<file path="config.mk">
export PLATFORM = sky130hd
export DESIGN_NAME = seq_div_32
export DESIGN_NICKNAME = d
export VERILOG_FILES = /design/src/rtl/seq_div_32.sv
export SDC_FILE = /design/constraint.sdc
export NUM_CORES = 1
export LEC_CHECK = 0
export ABC_AREA = 1
export ABC_CLOCK_PERIOD_IN_PS = 2500
export CORE_ASPECT_RATIO = 0.6
export CORE_MARGIN = 2
export CORE_UTILIZATION = 45
export CTS_CLUSTER_SIZE = 10
export DETAILED_ROUTE_END_ITERATION = 8
export PLACE_DENSITY_LB_ADDON = 0.2
export SYNTH_ARGS = -nofsm -noshare
export SYNTH_HDL_FRONTEND = slang
export SYNTH_SLANG_ARGS = --single-unit
</file>
<file path="constraint.sdc">
create_clock -name clk -period 2.5 [get_ports clk]
set_input_delay 0.625 -clock clk [delete_from_list [all_inputs] [get_ports clk]]
set_output_delay 0.625 -clock clk [all_outputs]
set_load 0.005 [all_outputs]
</file>
<file path="src/rtl/seq_div_32.sv">
// -----------------------------------------------------------------------------
// seq_div_32 -- sequential restoring divider, one quotient bit per clock.
//
// A divide is requested with start while the unit is IDLE or DONE. The
// operands are captured on that edge. The unit then iterates for WIDTH
// cycles in BUSY and spends one cycle in DONE with the results on the
// outputs. The results stay on the outputs until the next accepted
// operation completes.
//
// Ports:
//   clk        in   clock; all state changes on the rising edge
//   rst        in   synchronous, active-high reset
//   start      in   divide request (ignored while BUSY)
//   operand1   in   [WIDTH-1:0] dividend
//   operand2   in   [WIDTH-1:0] divisor
//   signedOp   in   1 = two's-complement divide (SEQ_DIV_SIGNED_EN builds only)
//   busy       out  high while iterating
//   done       out  one-cycle completion pulse
//   quotient   out  [WIDTH-1:0] registered quotient
//   remainder  out  [WIDTH-1:0] registered remainder
//   divByZero  out  registered divide-by-zero flag
//
// Configuration:
//   SEQ_DIV_SIGNED_EN  when defined, signedOp=1 selects truncating signed
//                      division (the quotient rounds toward zero and the
//                      remainder takes the dividend's sign). When it is not
//                      defined, signedOp is ignored and every divide is
//                      unsigned.
//
// Handshake: start is a request that is consumed on any rising edge where the
// unit is IDLE or DONE. There is no backpressure. busy tells the requester that
// a start would be dropped. done marks the single cycle in which a new result
// first appears.
// -----------------------------------------------------------------------------
module seq_div_32 #(
    parameter int WIDTH = 32
) (
    input  logic             clk,
    input  logic             rst,
    input  logic             start,
    input  logic [WIDTH-1:0] operand1,
    input  logic [WIDTH-1:0] operand2,
    input  logic             signedOp,
    output logic             busy,
    output logic             done,
    output logic [WIDTH-1:0] quotient,
    output logic [WIDTH-1:0] remainder,
    output logic             divByZero
);

    typedef enum logic [1:0] {
        IDLE = 2'd0,
        BUSY = 2'd1,
        DONE = 2'd2
    } state_t;

    localparam int            CW   = $clog2(WIDTH);
    localparam logic [CW-1:0] LAST = CW'(WIDTH - 1);

    state_t           state;
    logic [CW-1:0]    count;
    logic [WIDTH-1:0] dividendReg;  // dividend bits shift out at the top and quotient bits shift in at the bottom
    logic [WIDTH-1:0] divisorReg;
    logic [WIDTH-1:0] partRem;
    logic             negQuo;
    logic             negRem;

    // One restoring step. The partial remainder is always below the divisor,
    // so the trial value fits in WIDTH+1 bits. When the subtract succeeds, the
    // difference fits back into WIDTH bits.
    logic [WIDTH:0]   trial;
    logic [WIDTH:0]   diff;
    logic             fits;
    logic [WIDTH-1:0] nextRem;
    logic [WIDTH-1:0] nextQuo;
    logic [WIDTH-1:0] finalQuo;
    logic [WIDTH-1:0] finalRem;
    logic             sign1;
    logic             sign2;
    logic [WIDTH-1:0] mag1;
    logic [WIDTH-1:0] mag2;
    logic             unusedDiffMsb;

    assign unusedDiffMsb = diff[WIDTH];

    always_comb begin
        trial   = {partRem, dividendReg[WIDTH-1]};
        diff    = trial - {1'b0, divisorReg};
        fits    = (trial >= {1'b0, divisorReg});
        nextRem = fits ? diff[WIDTH-1:0] : trial[WIDTH-1:0];
        nextQuo = {dividendReg[WIDTH-2:0], fits};
    end

`ifdef SEQ_DIV_SIGNED_EN
    // The divide runs on magnitudes. The signs are applied on the completion
    // edge. The most negative value is its own magnitude when it is read as
    // unsigned, so it needs no special case.
    always_comb begin
        sign1    = signedOp & operand1[WIDTH-1];
        sign2    = signedOp & operand2[WIDTH-1];
        mag1     = sign1 ? -operand1 : operand1;
        mag2     = sign2 ? -operand2 : operand2;
        finalQuo = negQuo ? -nextQuo : nextQuo;
        finalRem = negRem ? -nextRem : nextRem;
    end
`else
    logic unusedSignedOp;
    assign unusedSignedOp = signedOp;

    always_comb begin
        sign1    = 1'b0;
        sign2    = 1'b0;
        mag1     = operand1;
        mag2     = operand2;
        finalQuo = nextQuo;
        finalRem = nextRem;
    end
`endif

    always_ff @(posedge clk) begin
        if (rst) begin
            state       <= IDLE;
            count       <= '0;
            dividendReg <= '0;
            divisorReg  <= '0;
            partRem     <= '0;
            negQuo      <= 1'b0;
            negRem      <= 1'b0;
            busy        <= 1'b0;
            done        <= 1'b0;
            quotient    <= '0;
            remainder   <= '0;
            divByZero   <= 1'b0;
        end else begin
            case (state)
                IDLE, DONE: begin
                    if (start) begin
                        if (operand2 == '0) begin
                            // A zero divisor skips the iteration and completes on the accept edge.
                            quotient  <= '1;
                            remainder <= operand1;
                            divByZero <= 1'b1;
                            state     <= DONE;
                            busy      <= 1'b0;
                            done      <= 1'b1;
                        end else begin
                            dividendReg <= mag1;
                            divisorReg  <= mag2;
                            partRem     <= '0;
                            count       <= '0;
                            negQuo      <= sign1 ^ sign2;
                            negRem      <= sign1;
                            state       <= BUSY;
                            busy        <= 1'b1;
                            done        <= 1'b0;
                        end
                    end else begin
                        state <= IDLE;
                        busy  <= 1'b0;
                        done  <= 1'b0;
                    end
                end

                BUSY: begin
                    dividendReg <= nextQuo;
                    partRem     <= nextRem;
                    count       <= count + 1'b1;
                    if (count == LAST) begin
                        quotient  <= finalQuo;
                        remainder <= finalRem;
                        divByZero <= 1'b0;
                        state     <= DONE;
                        busy      <= 1'b0;
                        done      <= 1'b1;
                    end
                end

                default: begin
                    state <= IDLE;
                    busy  <= 1'b0;
                    done  <= 1'b0;
                end
            endcase
        end
    end

endmodule

</file>
== After elaboration in Yosys (flattened, before gate mapping) ==
Index checks and enable logic that the tools add are counted.
Storage, ports and cells
  register bits: 170
  bits in latches: 0
  RAM bits: 0
  memory bits (read-only): 0
  input port bits: 68
  output and inout port bits: 67
  memories: 0
Cells by class
  add/subtract/negate cells: 2
  multipliers: 0
  div/mod/pow operators: 0
  $lt $le $gt $ge: 1
  equal/unequal tests: 7
  shift operators: 0
  multiplexer cells: 33
  bitwise gates (word level): 1
  reductions and logical operators: 7
Operators with widths (count)
  two-way mux 32 bit: 11
  one-hot mux 32 bit (2 select lines): 4
  greater-or-equal comparator 33 x 32 -> 1 bit: 1
  zero test 32 bit: 1
  subtractor 32 bit: 1
  two-way mux 5 bit: 2
  one-hot mux 5 bit (2 select lines): 1
  two-way mux 1 bit: 8
  inequality test 2 bit, second input constant: 4
  two-way mux 2 bit: 3
  one-hot mux 1 bit (2 select lines): 3
  AND reduction 3 bit: 2
  adder 5 x 1 -> 5 bit, second input constant: 1
  == test 5 bit, second input constant: 1
  one-hot mux 2 bit (2 select lines): 1
  AND reduction 4 bit: 1
  == test 2 x 1 -> 1 bit, second input constant: 1
  == test 2 bit, second input constant: 1
  zero test 2 bit: 1
  nonzero test 2 bit: 1
  OR reduction 2 bit: 1
  NOT 1 bit: 1

== Logic depth before layout (Yosys ltp) ==
Gate-level depths: netlist of run 1.
  word-level depth: 4
  mapped depth: 17
  depth with buffers taken out: 17

== Least setup slack after synthesis of run 1 ==
No wires, ideal clock.
  kind: input to register
  start point: in operand2[23]
  end point: reg remainder[29]
  library setup time: 109 ps
  arrival time: 1832 ps
  data required time: 2391 ps
  path slack: 560 ps
  cell stages on the path: 12
  path buffers: 2
  cells stage by stage: nor4_1 > nand3_1 > nor2_1 > nand2_1 > nand2_1 > buf_4 > inv_2 > buf_2 > nor2_1 > nand3_1 > nand2_1 > inv_1
Between the ends
  cells in the longest elaborated chain, start to end: 3
Ends and longest elaborated chain
  from (decl): line 42  | input logic [WIDTH-1:0] operand2,
  zero test 32 bit: line 138  | if (operand2 == '0) begin
  inequality test 2 bit (no source line)
  AND reduction 4 bit (no source line)
  to (signal assigned): line 141  | remainder <= operand1;
  to (signal assigned): line 170  | remainder <= finalRem;
  to (decl): line 47  | output logic [WIDTH-1:0] remainder,
No other way between the ends.
A chain may end at the register's enable or synchronous reset.

== Worst setup path after layout of run 1 ==
  start point: reg divisorReg[28]
  end point: reg remainder[18]
Between the ends
  cells in the longest elaborated chain, start to end: 4
Ends and longest elaborated chain
  from (decl): line 63  | logic [WIDTH-1:0] divisorReg;
  from (signal assigned): line 148  | divisorReg <= mag2;
  greater-or-equal comparator 33 x 32 -> 1 bit: line 89  | fits = (trial >= {1'b0, divisorReg});
  two-way mux 32 bit: line 90  | nextRem = fits ? diff[WIDTH-1:0] : trial[WIDTH-1:0];
  two-way mux 32 bit: line 168  | if (count == LAST) begin
  one-hot mux 32 bit (2 select lines): line 135  | case (state)
No other way between the ends. The select of a mux whose other input is x is not followed.

==> flow_metrics.tcl, run 1 <==
set metrics [dict create \
    wl_mm 32.7 \
    synth_seq_area_share 0.328 \
    drv_slew 0 \
    setup_slack_ps 88.3 \
    finalWeightedCongestion 0.953 \
    clock_sinks 168 \
    grt_first_pass_wirelength_mm 51.3 \
    pwr_density_cell_mw_per_mm2 649 \
    fin_crit_sh 0.965 \
    route.detailed.drc 0 \
    skew_ps 8.30 \
    grt_pass1_vias 9585 \
    synth-seq-cells 168 \
    startpoint_type "register" \
    dp_hpwl_mm 24.8 \
    drtIter0Drc 978 \
    syn2layout_area_growth_pct 26.2 \
    wl_per_cell_um 16.1 \
    die_w_um 199 \
    holdBufCountCts 0 \
    antenna_cells 0 \
    vias_per_cell 5.15 \
    hold_path_class "register to register" \
    first_pass_iters 6 \
    path_clk_slew_ps 70 \
    io_pins 135 \
    die_area_sq_mm 0.0241 \
    coreArea_sq_mm 0.0222 \
    cts_tree "built" \
    io_buffer_count 133 \
    synth_nets 1679 \
    cts_made_buffers 17 \
    tightest_slew_ps 864 \
    setup_tns_ps 0 \
    cp-end-kind "register" \
    htreeDepth 4 \
    grt_overflow 0 \
    grt_max_degree 100 \
    seq_area_sq_mm 0.00337 \
    initial_utilization 0.462 \
    drive_gt1_frac 0.106 \
    cp.required_ps 2840 \
    synth.distinct_cells 38 \
    syn-cell-area_sq_mm 0.0103 \
    setup_viol 0 \
    root_buffer "clkbuf_16" \
    cp.arrival_ps 2750 \
    clockBufferDepth 2 \
    ys_warn_count 0 \
    fill_cells 2182 \
    utilization 0.583 \
    dpl_worst_slack_ps -582 \
    finalCriticalPeriod_ps 2410 \
    antenna_left 0 \
    crit_type "register to register" \
    crit_fanout 9 \
    avgSynthCellArea_sq_um 6.52 \
    final-hold-violation-count 0 \
    multi_input_area_sq_mm 0.00541 \
    status "finished clean" \
    via_count 10463 \
    final_nets 1816 \
    antenna_found_initial 0 \
    max_slew_margin 0.424 \
    insertion_delay_ps 440 \
    design_power_total_mw 8.41 \
    synth_cells 1576 \
    rsz0062_at_grt "yes" \
    max_freq_ghz 0.415 \
    die_y_um 121 \
    num_rows 42 \
    maxCapViolations 0 \
    peakVddDrop_v 0.000606 \
    hold_slack_ps 463 \
    grtUsageTotal 0.275 \
    cellLeakagePower_nw 6.77 \
]
==> worst paths after layout <==
check | from | to | slack [ps] | cells after the start
worst min-delay path | divisorReg[12] | divisorReg[12] | 460 | 2
worst max-delay path | divisorReg[28] | remainder[18] | 90 | 14
worst min register to register | divisorReg[12] | divisorReg[12] | 460 | 2
worst max register to register | divisorReg[28] | remainder[18] | 90 | 14
==> where the power goes <==
part / switching (mW) / total [mW] / leakage, nW / internal (mW)
Combinational: 1.85 / 2.84 / 5.12 / 0.986
Clock: 1.15 / 2.67 / 0.280 / 1.52
Sequential: 0.0944 / 2.90 / 1.37 / 2.80
==> placed cells by master, fill, tap and decap left out, types with 3 or more instances in the layout <==
master / netlist / layout
nand2_1: 354 / 351
inv_1: 318 / 316
nand3_1: 167 / 165
dfxtp_1: 168 / 164
clkdlybuf4s50_1: 0 / 133
nor2_1: 94 / 91
a21oi_1: 85 / 85
o21ai_0: 70 / 70
buf_4: 5 / 49
nand4_1: 42 / 42
o221ai_1: 31 / 31
nand3_2: 28 / 29
a22oi_1: 28 / 28
ha_1: 34 / 22
clkbuf_16: 0 / 18
xor2_1: 14 / 14
inv_2: 11 / 12
buf_12: 2 / 11
nand2_2: 7 / 10
ha_2: 0 / 9
nor3_1: 9 / 8
and2_1: 7 / 7
nor2_2: 4 / 5
nor2_4: 3 / 5
dfxtp_2: 0 / 4
nand3_4: 2 / 3
a31oi_1: 3 / 3
clkinv_1: 3 / 3
ha_4: 0 / 3
clkinv_4: 0 / 3
buf_6: 0 / 3
==> critical path, cell delays in order (launching register included) <==
cell and delay, ps:
dfxtp_1 300, inv_1 110, ha_2 340, nand2_1 130
nand2_1 70, o21bai_1 200, a21oi_1 150, nand2_1 100
nor2_4 290, nand2_8 120, buf_12 160, nand3_2 60
nand3_1 150, nand2_1 100, inv_1 40
==> what timing repair did <==
| action | 4_1_cts | 5_1_grt |
|---|---|---|
| setup endpoints to repair | 82 | 134 |
| buffers inserted | 0 | 1 |
| gates cloned | 0 | 1 |
| pin swaps | 0 | 5 |
| resized for setup | 1 | 33 |
==> per-layer routing <==
| layer | share of wire | track usage | up-vias |
|---|---|---|---|
| met4 | 0.010 | 0.0546 | 0 |
| met3 | 0.071 | 0.0536 | 28 |
| met5 | 0 | 0 | - |
| met2 | 0.41 | 0.399 | 359 |
| met1 | 0.51 | 0.419 | 4772 |
| li1 | - | - | 5304 |
==> flip-flops by register name (all words and copies together), names as in the netlist <==
register and count:
dividendReg 32, count 5, done 1, divByZero 1, quotient 32, partRem 32, divisorReg 32, state 1
remainder 32
==> final cells by class <==
type	instances	area share
Multi-Input combinational cell	997	0.417
Sequential cell	168	0.260
Timing Repair Buffer	197	0.153
Inverter	332	0.0962
Clock buffer	21	0.0355
Tap cell	308	0.0297
Clock inverter	9	0.00898
==> synth_stat cells (all sizes together) <==
library cell,n,area share
o21ai,71,0.035
nor3,11,0.0076
a21o,1,0.00073
dfxtp,168,0.33
nand4,42,0.026
o221ai,31,0.026
clkbuf,34,0.012
xor2,14,0.012
nor4,4,0.0024
or2,1,0.00061
nand2,362,0.14
inv,329,0.12
fa,1,0.0019
buf,45,0.026
o21bai,2,0.0015
nor2,101,0.040
nand3b,1,0.00073
a22oi,28,0.020
a31oi,3,0.0018
and2,7,0.0043
a21oi,85,0.041
nand3,197,0.11
xnor2,1,0.00085
clkinv,3,0.0011
ha,34,0.041
==> through the flow <==
stage / cells / area, sq um
CTS: 2030 / 12800
floorplan: 1576 / 10300
global route: 2032 / 13000
finish: 2032 / 13000
detailed placement: 2000 / 12200
global placement: 2000 / 12200
==> kinds of logic (layout without fill, tap and decap cells) <==
logic type               after synthesis  after routing  share of synthesized area
AND/OR/NAND/NOR                      726            726                      0.329
buffers and inverters                411            559                      0.160
AO/OA/AOI/OAI                        221            221                      0.127
flip-flops                           168            168                      0.328
adder cells (fa/ha/maj)               35             35                     0.0434
XOR/XNOR                              15             15                     0.0128
No activity file was read; power rests on OpenSTA's default activity.
==> run 2, diff against run 1 <==
Settings changed: ABC_CLOCK_PERIOD_IN_PS 2500 to 2260.
Clock period 2.5 ns to 2.26 ns, I/O delays scaled along.
==> flow_metrics.tcl, run 2 (same netlist as run 1, synthesis figures left out) <==
set metrics [dict create \
    hold_path_class "register to register" \
    combPwrFrac 0.383 \
    io_pins 135 \
    root_buffer "clkbuf_16" \
    htreeDepth 4 \
    design_power_total_mw 10.4 \
    io_buffer_count 133 \
    insertion_delay_ps 440 \
    swShare 0.368 \
    setup_slack_ps 46.9 \
    cp.arrival_ps 2590 \
    cts_made_buffers 17 \
    grt_first_pass_wirelength_mm 53.2 \
    final_cell_mix "317 x nand2_1, 298 x inv_1, 153 x nand3_1" \
    cp.required_ps 2640 \
    clock_sinks 168 \
    rsz0062_at_grt "yes" \
    path_clk_slew_ps 70 \
    r2r_cells 16 \
    wl_mm 36.4 \
    fin_crit_sh 0.979 \
    grt_pass1_vias 9752 \
    status "finished clean" \
    grt_max_degree 102 \
    crit_fanout 4 \
    final_nets 1887 \
    cellLeakagePower_nw 7.48 \
    drive_gt1_frac 0.228 \
    vias_per_cell 5.20 \
    dpl_worst_slack_ps -770 \
    max_slew_margin 0.359 \
    cp-end-kind "register" \
    first_pass_iters 5 \
    internal_power_mw 6.58 \
    startpoint_type "register" \
    setup_viol 0 \
    dp_hpwl_mm 25.0 \
    slowest_stage "dfxtp_2" \
    tightest_slew_ps 960 \
    finalCriticalPeriod_ps 2210 \
    antenna_left 0 \
    num_rows 42 \
    drtIter0Drc 975 \
    maxCapViolations 0 \
    setup_tns_ps 0 \
    finalWeightedCongestion 0.968 \
    hold_slack_ps 476 \
    power_frac_seq 0.310 \
    crit_type "register to register" \
    peakVddDrop_v 0.000650 \
    route.detailed.drc 0 \
    critPathMaxStageDelay_ps 350 \
    final-hold-violation-count 0 \
    hold_path_depth 2 \
    crit_chain "ha_4 -> nand2_2 -> inv_1 -> nand2_1 -> nand3_2 -> nand2_2 -> nand2_2 -> nand2_1 -> nand2_2 -> nor2_4 -> buf_6 -> buf_6 -> nand4_1 -> nand3_1 -> nand2_1 -> inv_1" \
    drv_slew 0 \
    netSwitchingPower_mw 3.83 \
    clockBufferDepth 2 \
    antenna_found_initial 0 \
    skew_ps 8.78 \
    cts_tree "built" \
    wl_per_cell_um 17.3 \
    grtUsageTotal 0.285 \
    die_w_um 199 \
    die_y_um 121 \
    coreArea_sq_mm 0.0222 \
    via_count 10932 \
    die_area_sq_mm 0.0241 \
    syn2layout_area_growth_pct 42.3 \
    clkPwrFrac 0.307 \
    antenna_cells 0 \
    initial_utilization 0.462 \
    grt_overflow 0 \
    final_common_cell "nand2_1" \
    pwr_density_cell_mw_per_mm2 713 \
    crit_top_cell "nand2_2" \
    max_freq_ghz 0.452 \
]
-- run 2: path summary, 6_finish.rpt --
path / to / slack, ps / from
max: partRem[19] / 50 / partRem[19]
min: divisorReg[16] / 480 / divisorReg[16]
max reg2reg: partRem[19] / 50 / partRem[19]
min reg2reg: divisorReg[16] / 480 / divisorReg[16]
-- run 2: final cells by class --
class / instances / area (sq um)
tap: 308 / 385
sequential: 168 / 3390
clock buffer: 18 / 429
inverter: 332 / 1250
multi-input combinational: 997 / 6220
clock inverter: 13 / 196
timing repair buffer: 268 / 2740
fill: 1956 / 7610
-- run 2: power groups by stage --
stage	registers, mW	logic [mW]	clock network, mW
after CTS	3.20	3.38	3.22
after floorplan	3.22	2.05	0
after detailed placement	3.26	3.26	0
after global routing	3.24	4.32	3.33
final	3.23	3.99	3.20
after global placement	3.26	3.25	0
-- run 2: repair_timing --
item | 4_1_cts | 5_1_grt
buffers inserted | 4 | 11
cloned | 0 | 9
hold buffers | 0 | 0
endpoints found under the hold margin | 0 | 0
resized for setup | 40 | 219
setup endpoints to repair | 135 | 130
pin swaps | 4 | 76
-- run 2: metal layers --
layer | vias up | global-route usage | share of wire
met3 | 25 | 0.0411 | 0.082
met4 | 0 | 0.0508 | 0.0082
met5 | - | 0 | 0
li1 | 5441 | - | -
met2 | 422 | 0.423 | 0.42
met1 | 5044 | 0.437 | 0.49
-- run 2: through the flow --
step	instance area (sq um)	std cells	utilization
6_report	14600	2104	0.657
5_1_grt	14600	2104	0.657
4_1_cts	13500	2085	0.608
3_3_place_gp	12600	2051	0.568
3_5_place_dp	12600	2051	0.568
2_1_floorplan	10300	1576	-
-- run 2: critical path: cells and delay by family, from the launching register on --
| family | cells | cell delay [ps] |
|---|---|---|
| adder cells (fa/ha/maj) | 1 | 270 |
| AND/OR/NAND/NOR | 11 | 1190 |
| flip-flops | 1 | 350 |
| buffers and inverters | 4 | 340 |
==> run 3, diff against run 2 <==
Settings changed: CELL_PAD_IN_SITES_DETAIL_PLACEMENT set to 0, CELL_PAD_IN_SITES_GLOBAL_PLACEMENT set to 1, CORE_UTILIZATION 45 to 40, MAX_ROUTING_LAYER set to met4.
==> flow_metrics.tcl, run 3 (same netlist as run 1, synthesis figures left out) <==
set metrics [dict create \
    crit_start "divisorReg[20]" \
    crit_top_cell "nand2_1" \
    fill_cells 2423 \
    cellLeakagePower_nw 7.59 \
    status "finished clean" \
    grt_use_met3 0.0409 \
    setup_viol 0 \
    cp.arrival_ps 2610 \
    fin_crit_sh 0.983 \
    r2r_cells 17 \
    critPathMaxStageDelay_ps 300 \
    wl_per_cell_um 17.5 \
    cp_top_family "simple AND/OR/NAND/NOR gates" \
    finalWeightedCongestion 0.968 \
    cts_tree "built" \
    path_clk_slew_ps 70 \
    tightest_slew_ps 419 \
    die_area_sq_mm 0.0270 \
    vias_per_cell 5.15 \
    grt_pass1_vias 10001 \
    wl_mm 37.8 \
    crit_type "register to register" \
    pwr_density_cell_mw_per_mm2 714 \
    io_buffer_count 133 \
    grt_first_pass_wirelength_mm 55.4 \
    startpoint_type "register" \
    crit_fanout 8 \
    io_pins 135 \
    peakVddDrop_v 0.000484 \
    final_common_cell "nand2_1" \
    crit_buf_inv 5 \
    antenna_cells 0 \
    first_pass_iters 5 \
    r2r-start "divisorReg[20]" \
    slowest_stage "dfxtp_1" \
    top_usage_layer "met1" \
    skew_ps 9.77 \
    grtUsageMet2 0.390 \
    die_y_um 128 \
    grt_overflow 0 \
    final-hold-violation-count 0 \
    final_cell_mix "324 x nand2_1, 299 x inv_1, 155 x nand3_1" \
    met1_usage 0.403 \
    coreArea_sq_mm 0.0253 \
    setup_slack_ps 38.9 \
    antenna_found_initial 0 \
    via_count 11119 \
    dpl_worst_slack_ps -647 \
    htreeDepth 4 \
    finalCriticalPeriod_ps 2220 \
    drive_gt1_frac 0.222 \
    clkPwrFrac 0.295 \
    cts_made_buffers 17 \
    max_freq_ghz 0.450 \
    grt_max_degree 74 \
    final_nets 1918 \
    max_slew_margin 0.721 \
    grtUsageTotal 0.273 \
    initial_utilization 0.406 \
    dp_hpwl_mm 26.5 \
    clock_sinks 168 \
    holdBufCountCts 0 \
    swShare 0.374 \
    multi_input_area_sq_mm 0.00611 \
    cp-end-kind "register" \
    combPwrFrac 0.400 \
    hp-start "operand2[16]" \
    die_w_um 211 \
    internal_power_mw 6.61 \
    syn2layout_area_growth_pct 44.2 \
    num_rows 45 \
    root_buffer "clkbuf_16" \
    maxCapViolations 0 \
    hold_slack_ps 456 \
    insertion_delay_ps 450 \
    antenna_left 0 \
    cp.required_ps 2650 \
    power_frac_seq 0.305 \
    crit_chain "inv_1 -> ha_4 -> nand2_1 -> inv_1 -> nand2_1 -> nand3_1 -> nand2_1 -> nand2_1 -> nand2_1 -> nand2_2 -> nor2_4 -> buf_12 -> clkbuf_16 -> nand4_1 -> nand3_1 -> nand2_1 -> inv_1" \
    seq_area_sq_mm 0.00338 \
    worst-path-stages 17 \
    drtIter0Drc 997 \
    hold_path_depth 3 \
    netSwitchingPower_mw 3.96 \
    hold_path_class "input pin to register" \
    clockBufferDepth 2 \
    drv_slew 0 \
    route.detailed.drc 0 \
]
## run 3: cell types whose count changed in the layout (fill, tap and decap cells not counted), moves of 5 or more
cell / delta
dfxtp_2: -5
clkbuf_16: +5
clkdlybuf4s50_1: +16
nand2_1: +7
a22oi_2: -19
buf_6: -11
buf_4: +29
dfxtp_1: +5
a22oi_1: +19
dlymetal6s2s_1: -13
nand2_2: -7
## run 3: metal layers
layer,routed length (um),vias up,share of wire
met5,0,-,0
met4,411,0,0.011
met3,2510,41,0.066
met2,15600,364,0.41
met1,19200,5194,0.51
li1,-,5520,-
## run 3: power by group through the flow
stage          combinational, mW  sequential (mW)  clock, mW
2_1_floorplan               2.05             3.22          0
3_3_place_gp                3.23             3.26          0
3_5_place_dp                3.24             3.26          0
4_1_cts                     3.48             3.20       3.18
5_1_grt                     4.55             3.24       3.31
6_report                    4.23             3.22       3.12
## run 3: worst reg2reg max path, stage by stage (launching register included)
cell and delay (ps):
dfxtp_1 300, inv_1 110, ha_4 240, nand2_1 90, inv_1 50, nand2_1 70, nand3_1 90, nand2_1 70
nand2_1 90, nand2_1 110, nand2_2 80, nor2_4 160, buf_12 180, clkbuf_16 170, nand4_1 120, nand3_1 130
nand2_1 60, inv_1 50
## run 3: metrics by stage
step / cells / total power [mW] / TNS (ps) / util / area, sq um
floorplan: 1576 / 5.27 / 0 / - / 10300
CTS: 2129 / 9.86 / -129 / 0.542 / 13700
detailed placement: 2093 / 6.50 / -94420 / 0.505 / 12800
global route: 2157 / 11.1 / -1510 / 0.586 / 14800
finish: 2157 / 10.6 / 0 / 0.586 / 14800
global placement: 2093 / 6.49 / -100320 / 0.505 / 12800
## run 3: worst paths after layout
kind | end | slack [ps]
setup / recovery | partRem[8] | 40
hold / removal | divisorReg[16] | 460
setup reg to reg | partRem[8] | 40
hold reg to reg | divisorReg[6] | 470
## run 3: cell type report
type,count,share of cell area
Clock buffer,19,0.0299
Clock inverter,13,0.0116
Inverter,332,0.0844
Multi-Input combinational cell,1000,0.413
Sequential cell,168,0.228
Tap cell,329,0.0278
Timing Repair Buffer,296,0.205
## run 3: timing repair
action	in CTS	in global routing
resized for setup	31	172
setup endpoints to repair	159	158
pin swaps	8	78
gates cloned	2	14
buffers inserted	2	15
